File: src/rtl/instruction_loader.sv
// UART boot loader: receives a 16-bit little-endian word count followed by
// that many 32-bit little-endian instruction words over an 8N1 serial line,
// writes them into instruction memory, and holds the core in reset meanwhile.
module instruction_loader #(
  parameter int CLKS_PER_BIT = 434,
  parameter int IMEM_AW      = 8,
  parameter int TIMEOUT      = 5_000_000
) (
  input  logic               clk,
  input  logic               rst_n,
  input  logic               uart_rx,
  input  logic               load_en,
  output logic               imem_we,
  output logic [IMEM_AW-1:0] imem_addr,
  output logic [31:0]        imem_wdata,
  output logic               core_rst_n,
  output logic               busy,
  output logic               done,
  output logic               error,
  output logic [IMEM_AW:0]   words_loaded
);

  localparam int BW = $clog2(CLKS_PER_BIT + 1);
  localparam int TW = $clog2(TIMEOUT + 1);
  localparam logic [BW-1:0] FULL_LAST = BW'(CLKS_PER_BIT - 1);
  localparam logic [BW-1:0] HALF_LAST = BW'(CLKS_PER_BIT / 2 - 1);
  localparam logic [TW-1:0] TIMEOUT_V = TW'(TIMEOUT);
  // Largest word count that fits without the address wrapping.
  localparam logic [16:0]   N_MAX     = 17'(2 ** IMEM_AW);

  typedef enum logic [1:0] {RX_IDLE, RX_START, RX_DATA, RX_STOP} rx_state_t;
  typedef enum logic [2:0] {IDLE, HDR_LO, HDR_HI, DATA, DONE, ERROR} state_t;

  // ---------------------------------------------------------------- receiver
  rx_state_t     rx_state_reg, rx_state_next;
  logic          rx_sync1_reg, rx_sync2_reg, rx_prev_reg;
  logic [BW-1:0] baud_cnt_reg;
  logic [2:0]    bit_cnt_reg;
  logic [7:0]    rx_shift_reg;
  logic          rx_fall, half_tick, full_tick;
  logic          rx_start_ok, rx_sample, rx_byte_done, rx_active;
  logic          byte_ok, frame_err;

  assign rx_fall   = rx_prev_reg & ~rx_sync2_reg;
  assign half_tick = (baud_cnt_reg == HALF_LAST);
  assign full_tick = (baud_cnt_reg == FULL_LAST);
  assign byte_ok   = rx_byte_done &  rx_sync2_reg;
  assign frame_err = rx_byte_done & ~rx_sync2_reg;

  // Receiver state register.
  always_ff @(posedge clk or negedge rst_n) begin
    if (!rst_n) rx_state_reg <= RX_IDLE;
    else        rx_state_reg <= rx_state_next;
  end

  // Receiver next state: a start edge is only believed if still low mid-bit.
  always_comb begin
    rx_state_next = rx_state_reg;
    case (rx_state_reg)
      RX_IDLE:  if (rx_fall) rx_state_next = RX_START;
      RX_START: if (half_tick) rx_state_next = rx_sync2_reg ? RX_IDLE : RX_DATA;
      RX_DATA:  if (full_tick && bit_cnt_reg == 3'd7) rx_state_next = RX_STOP;
      RX_STOP:  if (full_tick) rx_state_next = RX_IDLE;
      default:  rx_state_next = RX_IDLE;
    endcase
  end

  // Receiver strobes, decoded from the current state and the bit timer.
  always_comb begin
    rx_start_ok  = (rx_state_reg == RX_START) && half_tick && !rx_sync2_reg;
    rx_sample    = (rx_state_reg == RX_DATA) && full_tick;
    rx_byte_done = (rx_state_reg == RX_STOP) && full_tick;
    rx_active    = (rx_state_reg != RX_IDLE);
  end

  // Line synchronizer, bit timer, bit counter and LSB-first shifter.
  always_ff @(posedge clk or negedge rst_n) begin
    if (!rst_n) begin
      rx_sync1_reg <= 1'b1;
      rx_sync2_reg <= 1'b1;
      rx_prev_reg  <= 1'b1;
      baud_cnt_reg <= '0;
      bit_cnt_reg  <= '0;
      rx_shift_reg <= '0;
    end else begin
      rx_sync1_reg <= uart_rx;
      rx_sync2_reg <= rx_sync1_reg;
      rx_prev_reg  <= rx_sync2_reg;
      if (rx_state_reg == RX_IDLE || rx_start_ok || full_tick) baud_cnt_reg <= '0;
      else                                                     baud_cnt_reg <= baud_cnt_reg + 1'b1;
      if (rx_start_ok)    bit_cnt_reg <= '0;
      else if (rx_sample) bit_cnt_reg <= bit_cnt_reg + 3'd1;
      if (rx_sample) rx_shift_reg <= {rx_sync2_reg, rx_shift_reg[7:1]};
    end
  end

  // ------------------------------------------------------------ load control
  state_t           state_reg, state_next;
  logic [7:0]       n_lo_reg;
  logic [IMEM_AW:0] n_reg;
  logic [1:0]       byte_cnt_reg;
  logic [31:0]      word_reg;
  logic [TW-1:0]    to_cnt_reg;
  logic             imem_we_reg, core_rst_n_reg, done_reg, error_reg;
  logic [IMEM_AW-1:0] imem_addr_reg;
  logic [31:0]      imem_wdata_reg;
  logic [IMEM_AW:0] words_loaded_reg, wl_inc;
  logic [15:0]      n_full;
  logic             loading, timeout_hit, abort;
  logic             load_start, enter_done, enter_error, accept_data;

  assign n_full      = {rx_shift_reg, n_lo_reg};
  assign wl_inc      = words_loaded_reg + 1'b1;
  assign loading     = (state_reg == HDR_LO) || (state_reg == HDR_HI) || (state_reg == DATA);
  assign timeout_hit = (to_cnt_reg == TIMEOUT_V);
  assign abort       = !load_en || frame_err || timeout_hit;

  // Control state register.
  always_ff @(posedge clk or negedge rst_n) begin
    if (!rst_n) state_reg <= IDLE;
    else        state_reg <= state_next;
  end

  // Control next state.
  always_comb begin
    state_next = state_reg;
    case (state_reg)
      IDLE:   if (load_en && rx_start_ok) state_next = HDR_LO;
      HDR_LO: begin
        if (abort)        state_next = ERROR;
        else if (byte_ok) state_next = HDR_HI;
      end
      HDR_HI: begin
        if (abort) state_next = ERROR;
        else if (byte_ok) begin
          if (n_full == 16'd0)           state_next = DONE;
          else if ({1'b0, n_full} > N_MAX) state_next = ERROR;
          else                           state_next = DATA;
        end
      end
      DATA: begin
        if (abort)                                  state_next = ERROR;
        else if (imem_we_reg && wl_inc == n_reg)    state_next = DONE;
      end
      DONE:   state_next = IDLE;
      ERROR:  if (!load_en) state_next = IDLE;
      default: state_next = IDLE;
    endcase
  end

  // Control outputs and transition strobes.
  always_comb begin
    busy        = (state_reg != IDLE);
    load_start  = (state_reg == IDLE) && (state_next == HDR_LO);
    enter_done  = (state_next == DONE) && (state_reg != DONE);
    enter_error = (state_next == ERROR) && (state_reg != ERROR);
    accept_data = (state_reg == DATA) && (state_next == DATA) && byte_ok;
  end

  // Inter-byte watchdog: runs only while loading and the line is quiet.
  always_ff @(posedge clk or negedge rst_n) begin
    if (!rst_n)                                      to_cnt_reg <= '0;
    else if (!loading || rx_active || load_start)    to_cnt_reg <= '0;
    else if (!timeout_hit)                           to_cnt_reg <= to_cnt_reg + 1'b1;
  end

  // Header capture, word assembly, memory write port and status flags.
  always_ff @(posedge clk or negedge rst_n) begin
    if (!rst_n) begin
      core_rst_n_reg   <= 1'b0;
      imem_we_reg      <= 1'b0;
      imem_addr_reg    <= '0;
      imem_wdata_reg   <= '0;
      done_reg         <= 1'b0;
      error_reg        <= 1'b0;
      words_loaded_reg <= '0;
      n_lo_reg         <= '0;
      n_reg            <= '0;
      byte_cnt_reg     <= '0;
      word_reg         <= '0;
    end else begin
      // Core runs only while idle; goes low together with the HDR_LO entry.
      core_rst_n_reg <= (state_next == IDLE);
      imem_we_reg    <= 1'b0;
      if (load_start) begin
        done_reg         <= 1'b0;
        error_reg        <= 1'b0;
        words_loaded_reg <= '0;
      end
      if (enter_done)  done_reg  <= 1'b1;
      if (enter_error) error_reg <= 1'b1;
      if (state_reg == HDR_LO && byte_ok) n_lo_reg <= rx_shift_reg;
      if (state_reg == HDR_HI && byte_ok) n_reg    <= n_full[IMEM_AW:0];
      if (accept_data) begin
        word_reg     <= {rx_shift_reg, word_reg[31:8]};
        byte_cnt_reg <= byte_cnt_reg + 2'd1;
        if (byte_cnt_reg == 2'd3) begin
          imem_we_reg    <= 1'b1;
          imem_addr_reg  <= words_loaded_reg[IMEM_AW-1:0];
          imem_wdata_reg <= {rx_shift_reg, word_reg[31:8]};
        end
      end
      if (state_reg == DATA && imem_we_reg) words_loaded_reg <= wl_inc;
      // A partial word never survives an abort or a new load.
      if (load_start || enter_error) byte_cnt_reg <= '0;
    end
  end

  assign imem_we      = imem_we_reg;
  assign imem_addr    = imem_addr_reg;
  assign imem_wdata   = imem_wdata_reg;
  assign core_rst_n   = core_rst_n_reg;
  assign done         = done_reg;
  assign error        = error_reg;
  assign words_loaded = words_loaded_reg;

endmodule

File: config.mk
export PLATFORM = sky130hd
export DESIGN_NAME = instruction_loader
export DESIGN_NICKNAME = d
export VERILOG_FILES = /design/src/rtl/instruction_loader.sv
export SDC_FILE = /design/constraint.sdc
export NUM_CORES = 1
export LEC_CHECK = 0
export CORE_MARGIN = 8
export CORE_UTILIZATION = 52
export CTS_CLUSTER_DIAMETER = 80
export DETAILED_ROUTE_END_ITERATION = 8
export PLACE_DENSITY = 0.76
export SLEW_MARGIN = 5
export SYNTH_ARGS = -nofsm -noshare
export SYNTH_HDL_FRONTEND = slang
export SYNTH_SLANG_ARGS = --single-unit
File: constraint.sdc
create_clock -name clk -period 2.5 [get_ports clk]
set_input_delay 0.75 -clock clk [delete_from_list [all_inputs] [get_ports clk]]
set_output_delay 0.75 -clock clk [all_outputs]
set_load 0.005 [all_outputs]
* Word level (Yosys, flattened, before mapping)
Cells that the tools add are included.
Widths: inputs -> output; s select.
** Storage, ports and cells
- Register bits :: 155
- Output and inout port bits :: 54
** Cells by class
- $add $sub $neg :: 5
- Magnitude comparators :: 1
- Eq/ne operators :: 24
- Mux-type cells :: 31
- Bitwise gates (word level) :: 4
- Reduce and logical (&&, ||, !) cells :: 40
** Operators by type and width (count)
- $mux 23 :: 2
- $mux 3 :: 12
- $mux 9 :: 3
- $add 23x1->23 const B :: 1
- $eq 23x23->1 const B :: 1
- $add 9x1->9 const B :: 2
- $gt 16x9->1 const B :: 1
- $logic_not 16->1 :: 1
- $logic_and 1x1->1 :: 15
- $pmux 3 s5 :: 1
- $mux 2 :: 7
- $eq 3x3->1 const B :: 4
- $reduce_bool 2->1 :: 6
- $eq 3x2->1 const B :: 3
- $eq 9x8->1 const B :: 1
- $eq 9x9->1 :: 1
- $eq 9x9->1 const B :: 1
- $logic_or 1x1->1 :: 9
- $ne 2x2->1 const B :: 4
- $pmux 2 s4 :: 1
- $eq 2x2->1 const B :: 3
- $eq 3x1->1 const B :: 2
- $logic_not 3->1 :: 2
- $ne 3x3->1 const B :: 2
- other kinds (12) :: 20

* Longest topological paths before layout
Gate-level depths: netlist (run 1).
- Depth after elaboration :: 12
- Depth in mapped cells :: 12

* Worst setup path after synthesis (run 1)
Ideal clock, no wire load.
- Path type :: register -> register
- From :: register rx_shift_reg[5]
- To :: register word_reg[12]
- Setup time :: 0.128 ns
- Data arrival time :: 2.629 ns
- Path slack :: -0.256 ns
- Cell stages (with the launch flop) :: 9
- Path through :: dfrtp_1 or4_1 or4_1 o31a_1 nor3_2 o31a_1 buf_4 buf_2 mux2_1
** On the way
- Longest elaborated chain between the ends :: 9
- Elaborated cells on any way between the ends :: 10
- Those cells by class :: 1 x order compare; 1 x eq/ne; 5 x mux; 3 x reduce/logical
** Ends and longest elaborated chain
- from (decl) :: RTL line 39 : logic [7:0] rx_shift_reg;
- from (signal assigned) :: RTL line 93 : if (rx_sample) rx_shift_reg <= {rx_sync2_reg, rx_shift_reg[7:1]};
- $gt 16x9->1 :: RTL line 137 : else if ({1'b0, n_full} > N_MAX) state_next = ERROR;
- $mux 3 :: RTL line 137
- $mux 3 (*) :: RTL line 136 : if (n_full == 16'd0) state_next = DONE;
- $mux 3 (*) :: RTL line 135 : else if (byte_ok) begin
- $mux 3 (*) :: RTL line 134 : if (abort) state_next = ERROR;
- $pmux 3 s5 (*) :: RTL line 127 : case (state_reg)
- $eq 3x2->1 (*) :: RTL line 157 : accept_data = (state_reg == DATA) && (state_next == DATA) && byte_ok;
- $logic_and 1x1->1 (*) (2 in a row) :: RTL line 157
- to (signal assigned) :: RTL line 195 : word_reg <= {rx_shift_reg, word_reg[31:8]};
- to (decl) :: RTL line 102 : logic [31:0] word_reg;
Mark *: on every way between the ends. The rest lies on a longest branch, timed or not.
A chain may end at the register's enable or synchronous reset.

* Final worst setup path (run 1)
- From :: register rx_shift_reg[5]
- To :: register imem_wdata_reg[2], in the netlist imem_wdata[2]
** On the way
- Longest elaborated chain between the ends :: 10
- Elaborated cells on any way between the ends :: 11
- Those cells by class :: 1 x order compare; 1 x eq/ne; 5 x mux; 4 x reduce/logical
** Ends and longest elaborated chain
- $gt 16x9->1 :: RTL line 137
- $mux 3 :: RTL line 137
- $mux 3 (*) :: RTL line 136
- $mux 3 (*) :: RTL line 135
- $mux 3 (*) :: RTL line 134
- $pmux 3 s5 (*) :: RTL line 127
- $eq 3x2->1 (*) :: RTL line 157
- $logic_and 1x1->1 (*) (2 in a row) :: RTL line 157
- $reduce_and 2->1 (no source line) (*)
- to (signal assigned) :: RTL line 200 : imem_wdata_reg <= {rx_shift_reg, word_reg[31:8]};
- to (decl) :: RTL line 106 : logic [31:0] imem_wdata_reg;
Marked as above.

==> run summary, run 1 <==
DP Wirelength -> 10700 um
CP cell instances -> or4_4 > or4_4 > o31a_1 > nor3_2 > o31a_1 > buf_6 > nand2_8 > buf_12 > mux2_4
Mapped cell area -> 6832 sq um
Slack of the critical path -> -322.5 ps
Crit-path leading delay family -> simple AND/OR/NAND/NOR gates
TritonCTS clock tree -> done
Initial antenna violation count -> 0
Met3 WL -> 654 um
Internal power -> 4.145 mW
Crit path DAT -> 3130 ps
Synth Instances -> 560
Post-route insts no fill -> 891
Final hold vios -> 0
Post-synthesis async set-or-reset flop share -> 1.000
Fillers -> 959
FF+latch area -> 3682 sq um
RSZ-0062 raised after global routing -> yes
Routed wl met2 -> 8040 um
Max-slew violation count -> 0
Core Box Area -> 13030 sq um
Layout area overhead -> 32.33%
Cts bufs inserted -> 17
Clock power frac -> 0.486
Crit Path Class -> flop to flop
Post-synth EDFFs -> 0
First-pass GRT wire length -> 26100 um
Io pins -> 58
Cts hold-fix bufs -> 0
Combinational share of power -> 0.056
Status -> finished with violations
Failing checks -> setup timing
PwrDens -> 594.1 nW/um^2
Htree depth -> 4
Total Die Area -> 17060 sq um
Initial Utilization -> 0.5242
Total power -> 5.370 mW
GPL Wtd Cong -> 0.8532
Layout cells sized above 1 -> 0.2867
CTS Sinks -> 147
DRC violations left -> 0
FMAX -> 354.3 MHz
Leak pwr -> 4.298 nW
Clk buf depth -> 2
Crit start category -> flop
Area after DPL -> 8224 sq um
Die Y -> 130.6 um
Rel. slew slack -> 0.4738
Top FF cell, synth -> dfrtp_1
CP Capture Type -> flop
DR WL/cell -> 17.83 um
Clock skew -> 6.809 ps
Highest metal used -> met4
Die X-Extent -> 130.6 um
Slowest-stage cell, CP -> or4_4
Avg Inst Size Synth -> 12.20 sq um
Wire length on met1 -> 6820 um
Min cycle time layout -> 2822 ps
Switching share of power -> 0.2281
Worst-Skew Late Latency -> 420 ps
GRT overflow -> 0
Final wirelength -> 15890 um
Vias per cell -> 5.554
DR pass1 iterations -> 5
Post-route core utilization -> 0.6936
Core Rows -> 42
Vias in the first global route -> 5135
Max IR drop VDD -> 0.5393 mV
Final instance area -> 9040 sq um
Seq pwr share -> 0.458
Vias -> 4949
CP max stage delay -> 550 ps
Fin crit share -> 1.129
Synthesis Warnings -> 0
Fin nets -> 715
Crit path required time -> 2800 ps
Yosys cell types -> 60
Final ANT Viol Nets -> 0
Maximum fanout along the worst path -> 10
ANT cells -> 0
Worst slew pin tran -> 789.3 ps
Area of the multi-input gates -> 3094 sq um
Root Buffer -> clkbuf_16
Setup violations, final -> 66
Largest net degree at the start of global routing -> 57
Share of the yosys chip area belonging to registers -> 0.5390
Max reg flops -> 32
Sw power -> 1.225 mW
Placed cells -> 854
Synthesized Nets -> 573
CP Buf/Inv Count -> 2
FF+latch count, synth -> 147
Clk slew on worst S/H paths -> 60 ps
Hold/Removal Path Class -> primary input to asynchronous set/reset pin
Total track usage -> 0.1963
Max cap viols -> 0
Port buffer count -> 57
1st-iter DRT viols -> 341
==> path summary, 6_finish.rpt <==
| check | start | end | slack, ps | cells after the start |
|---|---|---|---|---|
| min in group clk | rx_sync1_reg$_DFF_PN1_ | rx_sync2_reg$_DFF_PN1_ | 360 | 0 |
| setup reg to reg | rx_shift_reg[5]$_DFFE_PN0P_ | imem_wdata[2]$_DFFE_PN0P_ | -320 | 9 |
| hold reg to reg | rx_sync1_reg$_DFF_PN1_ | rx_sync2_reg$_DFF_PN1_ | 360 | 0 |
| max in group asynchronous | rst_n | words_loaded[5]$_DFFE_PN0P_ | 1610 | 2 |
| hold / removal | rst_n | word_reg[27]$_DFFE_PN0P_ | 250 | 1 |
| setup / recovery | rx_shift_reg[5]$_DFFE_PN0P_ | imem_wdata[2]$_DFFE_PN0P_ | -320 | 9 |
==> through the flow <==
stage | setup TNS, ps | hold slack [ps] | worst slack (ps)
2_1_floorplan | -8731 | 345.2 | -161.8
3_3_place_gp | -19690 | 346.5 | -295.3
3_5_place_dp | -21530 | 350.1 | -324.5
4_1_cts | -20480 | 258.2 | -348.7
5_1_grt | -25840 | 283.1 | -427.0
6_report | -18640 | 254.5 | -322.5
==> synthesized netlist by cell type (3+ instances only) <==
cell type,number,area (sq um)
o21ai_0,18,90.09
inv_1,13,48.80
a22o_1,3,26.28
nor4_1,4,25.02
nand2b_1,3,18.77
nand4_1,8,50.05
nor2b_1,9,56.30
nand2_1,26,97.59
or4_1,7,52.55
o31ai_1,3,22.52
and4_1,4,35.03
nand4b_1,3,26.28
mux2_2,19,214.0
xnor2_1,11,96.34
a211oi_1,4,30.03
nand3_1,23,115.1
nor3_1,11,55.05
o21bai_1,3,22.52
and3_1,5,31.28
or2_1,3,18.77
mux2_4,40,600.6
dfstp_2,3,78.83
o41ai_1,3,26.28
or3_1,8,50.05
buf_6,5,56.30
clkbuf_1,17,63.81
xor2_1,21,183.9
a21oi_1,14,70.07
nor2_1,43,161.4
dfrtp_1,144,3603
and2_1,3,18.77
ha_1,9,112.6
nor4b_1,7,61.31
mux2_1,31,349.1
==> placed cells by master (no fill, tap or decap), types with 11 or more instances in the layout <==
cell type / synthesis / routed
nand2_1: 26 / 26
clkdlybuf4s50_1: 0 / 55
dfrtp_1: 144 / 144
inv_1: 13 / 13
nor2_1: 43 / 42
clkbuf_16: 0 / 17
o21ai_0: 18 / 17
a21oi_1: 14 / 13
buf_4: 1 / 81
mux2_1: 31 / 30
mux2_4: 40 / 41
xnor2_1: 11 / 11
mux2_2: 19 / 19
nand3_1: 23 / 23
xor2_1: 21 / 21
==> kinds of logic after synthesis <==
group / Yosys count / share of synthesized area
AO/OA/AOI/OAI: 65 / 0.06246
XOR/XNOR: 32 / 0.04103
adder cells (fa/ha/maj): 9 / 0.01648
buffers and inverters: 39 / 0.02765
flip-flops: 147 / 0.5390
multiplexers: 92 / 0.1733
AND/OR/NAND/NOR: 176 / 0.1401
==> metal layers <==
metal  vias up  track usage
li1       2299            -
met1      2488       0.2438
met2       127       0.3328
met3        35      0.03450
met4         0      0.08103
met5         -            0
==> area by class of cell <==
type | instances | area share
Clock inverter | 13 | 0.01910
Clock buffer | 19 | 0.04789
Inverter | 14 | 0.005813
Tap cell | 176 | 0.02436
Multi-Input combinational cell | 374 | 0.3423
Timing Repair Buffer | 148 | 0.1532
Sequential cell | 147 | 0.4073
==> power by group through the flow <==
stage / sequential (mW) / combinational, mW / clock (mW)
after floorplan: 2.52 / 0.110 / 0
after global placement: 2.50 / 0.281 / 0
after detailed placement: 2.50 / 0.297 / 0
after CTS: 2.46 / 0.305 / 2.66
after global routing: 2.46 / 0.338 / 2.75
final: 2.46 / 0.301 / 2.61
==> repair_timing <==
action,in CTS,in global routing
endpoints found under the setup margin,71,78
gates resized for setup,14,13
setup buffers,3,0
cloned,2,0
pin swaps,4,12
(Power assumes the default switching activity.)
==> run 2: changes to the inputs <==
Settings changed: GPL_ROUTABILITY_DRIVEN from default to 0, RECOVER_POWER from default to 100, SKIP_LAST_GASP from default to 1.
==> run 2 against run 1 <==
Compared with the run above: the flow still finishes with violations (setup timing); register-to-register slack lost 30 ps; total power grew 0.45%; fmax down 1.1%; clock power rose by 2%; setup slack got worse by 33 ps; worst hold slack better by 100 ps; critical path type unchanged; critical endpoint is now imem_wdata[27]$_DFFE_PN0P_; highest routed layer unchanged.
==> run summary, run 2 (same netlist as run 1, synthesis figures left out) <==
Status -> finished with violations (unchanged)
Failing checks -> setup timing (unchanged)
1st-iter DRT viols -> 388 (was 341)
CP cell instances -> or4_4 > or4_4 > o31a_1 > nor3_2 > o31a_1 > buf_6 > nand2_8 > buf_12 > mux2_4 (unchanged)
R2r endpoint -> imem_wdata[27]$_DFFE_PN0P_ (was imem_wdata[2]$_DFFE_PN0P_)
Final hold vios -> 0 (unchanged)
Worst R2R Path Depth -> 9 (unchanged)
TritonCTS clock tree -> done (unchanged)
First-pass GRT wire length -> 27710 um (was 26100 um)
Crit path required time -> 2810 ps (was 2800 ps)
Pre-CTS setup slack -> -353.5 ps (was -324.5 ps)
Slack of the critical path -> -355.0 ps (was -322.5 ps)
Hold EP -> rx_sync2_reg$_DFF_PN1_
DP Wirelength -> 10940 um (was 10700 um)
DR WL/cell -> 18.51 um (was 17.83 um)
Vias -> 5045 (was 4949)
Clk slew on worst S/H paths -> 60 ps (about the same)
Min cycle time layout -> 2855 ps (was 2822 ps)
Layout area overhead -> 32.33% (unchanged)
Slowest-stage cell, CP -> or4_4 (unchanged)
Crit start category -> flop (unchanged)
Htree depth -> 4 (unchanged)
Rel. slew slack -> 0.1042 (was 0.4738)
DR pass1 iterations -> 5 (unchanged)
Leak pwr -> 4.426 nW (was 4.298 nW)
Fin crit share -> 1.142 (was 1.129)
Hold Slack -> 355.7 ps (was 254.5 ps)
PwrDens -> 596.8 nW/um^2 (was 594.1 nW/um^2)
Vias in the first global route -> 5429 (was 5135)
Most frequent cells in the layout -> dfrtp_1 (144), buf_4 (67), dlygate4sd3_1 (50), nor2_1 (42), mux2_4 (41) (was dfrtp_1 (144), buf_4 (81), clkdlybuf4s50_1 (55), nor2_1 (42), mux2_4 (41))
Final wirelength -> 16660 um (was 15890 um)
Max-slew violation count -> 0 (unchanged)
Worst reg2reg setup slack -> -360 ps (was -320 ps)
CTS Sinks -> 147 (unchanged)
Maximum fanout along the worst path -> 9 (was 10)
Initial antenna violation count -> 0 (unchanged)
Hold Path Depth -> 0
ANT cells -> 0 (unchanged)
Cts bufs inserted -> 17 (unchanged)
Final ANT Viol Nets -> 0 (unchanged)
Port buffer count -> 57 (unchanged)
Core Rows -> 42 (unchanged)
Total Die Area -> 17060 sq um (unchanged)
CP Capture Type -> flop (unchanged)
Crit Path Class -> flop to flop (unchanged)
Die X-Extent -> 130.6 um (unchanged)
RSZ-0062 raised after global routing -> yes (unchanged)
Most common cell after layout, fill and taps aside -> dfrtp_1 (unchanged)
Clock skew -> 9.358 ps (was 6.809 ps)
FMAX -> 350.3 MHz (was 354.3 MHz)
Root Buffer -> clkbuf_16 (unchanged)
Max reg flops -> 32 (unchanged)
Layout cells sized above 1 -> 0.2831 (was 0.2867)
Clk buf depth -> 2 (unchanged)
Max IR drop VDD -> 0.4486 mV (was 0.5393 mV)
Reg-to-Reg Start -> rx_shift_reg[5]$_DFFE_PN0P_ (unchanged)
Setup violations, final -> 71 (was 66)
Worst-Skew Late Latency -> 430 ps (was 420 ps)
Min-delay src -> rx_sync1_reg$_DFF_PN1_
Die Y -> 130.6 um (unchanged)
Hold/Removal Path Class -> flop to flop (was primary input to asynchronous set/reset pin)
Largest net degree at the start of global routing -> 52 (was 57)
Total track usage -> 0.2115 (was 0.1963)
Core Box Area -> 13030 sq um (unchanged)
GRT overflow -> 0 (unchanged)
DRC violations left -> 0 (unchanged)
Fin nets -> 724 (was 715)
Max cap viols -> 0 (unchanged)
Initial Utilization -> 0.5242 (unchanged)
Worst slew pin tran -> 1344 ps (was 789.3 ps)
CP max stage delay -> 550 ps (about the same)
Crit path DAT -> 3170 ps (was 3130 ps)
Vias per cell -> 5.606 (was 5.554)
Io pins -> 58 (unchanged)
-- run 2: how the worst max path moves through the flow --
stage,from,end,slack [ps]
CTS,rx_shift_reg[5]$_DFFE_PN0P_,imem_wdata[27]$_DFFE_PN0P_,-330
global placement,load_en,imem_wdata[12]$_DFFE_PN0P_,-290
finish,rx_shift_reg[5]$_DFFE_PN0P_,imem_wdata[27]$_DFFE_PN0P_,-360
floorplan,rx_shift_reg[5]$_DFFE_PN0P_,imem_addr[7]$_DFFE_PN0P_,-160
detailed placement,rx_shift_reg[5]$_DFFE_PN0P_,imem_wdata[27]$_DFFE_PN0P_,-350
global route,rx_shift_reg[5]$_DFFE_PN0P_,imem_wdata[16]$_DFFE_PN0P_,-410
-- run 2: per-layer routing --
metal  wire [um]  vias up  track usage
li1            -     2316            -
met1        6856     2538       0.2455
met2        8566      144       0.3710
met3         715       47      0.04383
met4         521        0      0.09251
met5           0        -            0
-- run 2: through the flow --
stage	total power [mW]	setup TNS [ps]	cells	area, sq um	utilization
4_1_cts	5.445	-20170	893	9029	0.6928
2_1_floorplan	2.626	-8731	560	6845	-
5_1_grt	5.582	-26800	900	9040	0.6936
3_5_place_dp	2.785	-23120	854	8199	0.6291
3_3_place_gp	2.767	-18620	854	8199	0.6291
6_report	5.395	-21630	900	9040	0.6936
-- run 2: power breakdown --
group	switching (mW)	internal [mW]
clock network	1.00	1.66
logic	0.168	0.108
registers	0.0300	2.43
total	1.20	4.19
-- run 2: worst max-delay path, delay by kind of cell (launching register included) --
kind            cells  cell delay [ps]
simple gates        4             1230
compound gates      2              480
flops               1              400
buf+inv             2              320
mux                 1              300
-- run 2: area by class of cell --
cell class                 count  area [sq um]
multi-input combinational    374          3103
clock buffer                  22         474.2
inverter                      14         52.55
sequential                   147          3682
tap                          176         220.2
fill                         930          3993
timing repair buffer         157          1363
clock inverter                10         145.1
-- run 2: what timing repair did --
action | CTS | global route
resized for setup | 24 | 12
gates cloned | 2 | 0
setup buffers | 5 | 7
pin swaps | 12 | 11
endpoints found under the setup margin | 71 | 78
hold buffers | 0 | 0
==> run 3: changes to the inputs <==
Settings changed: SLEW_MARGIN 5 to 20.
==> results of run 3 <==
No change in the layout: final DEF, timing and power equal those of run 2.
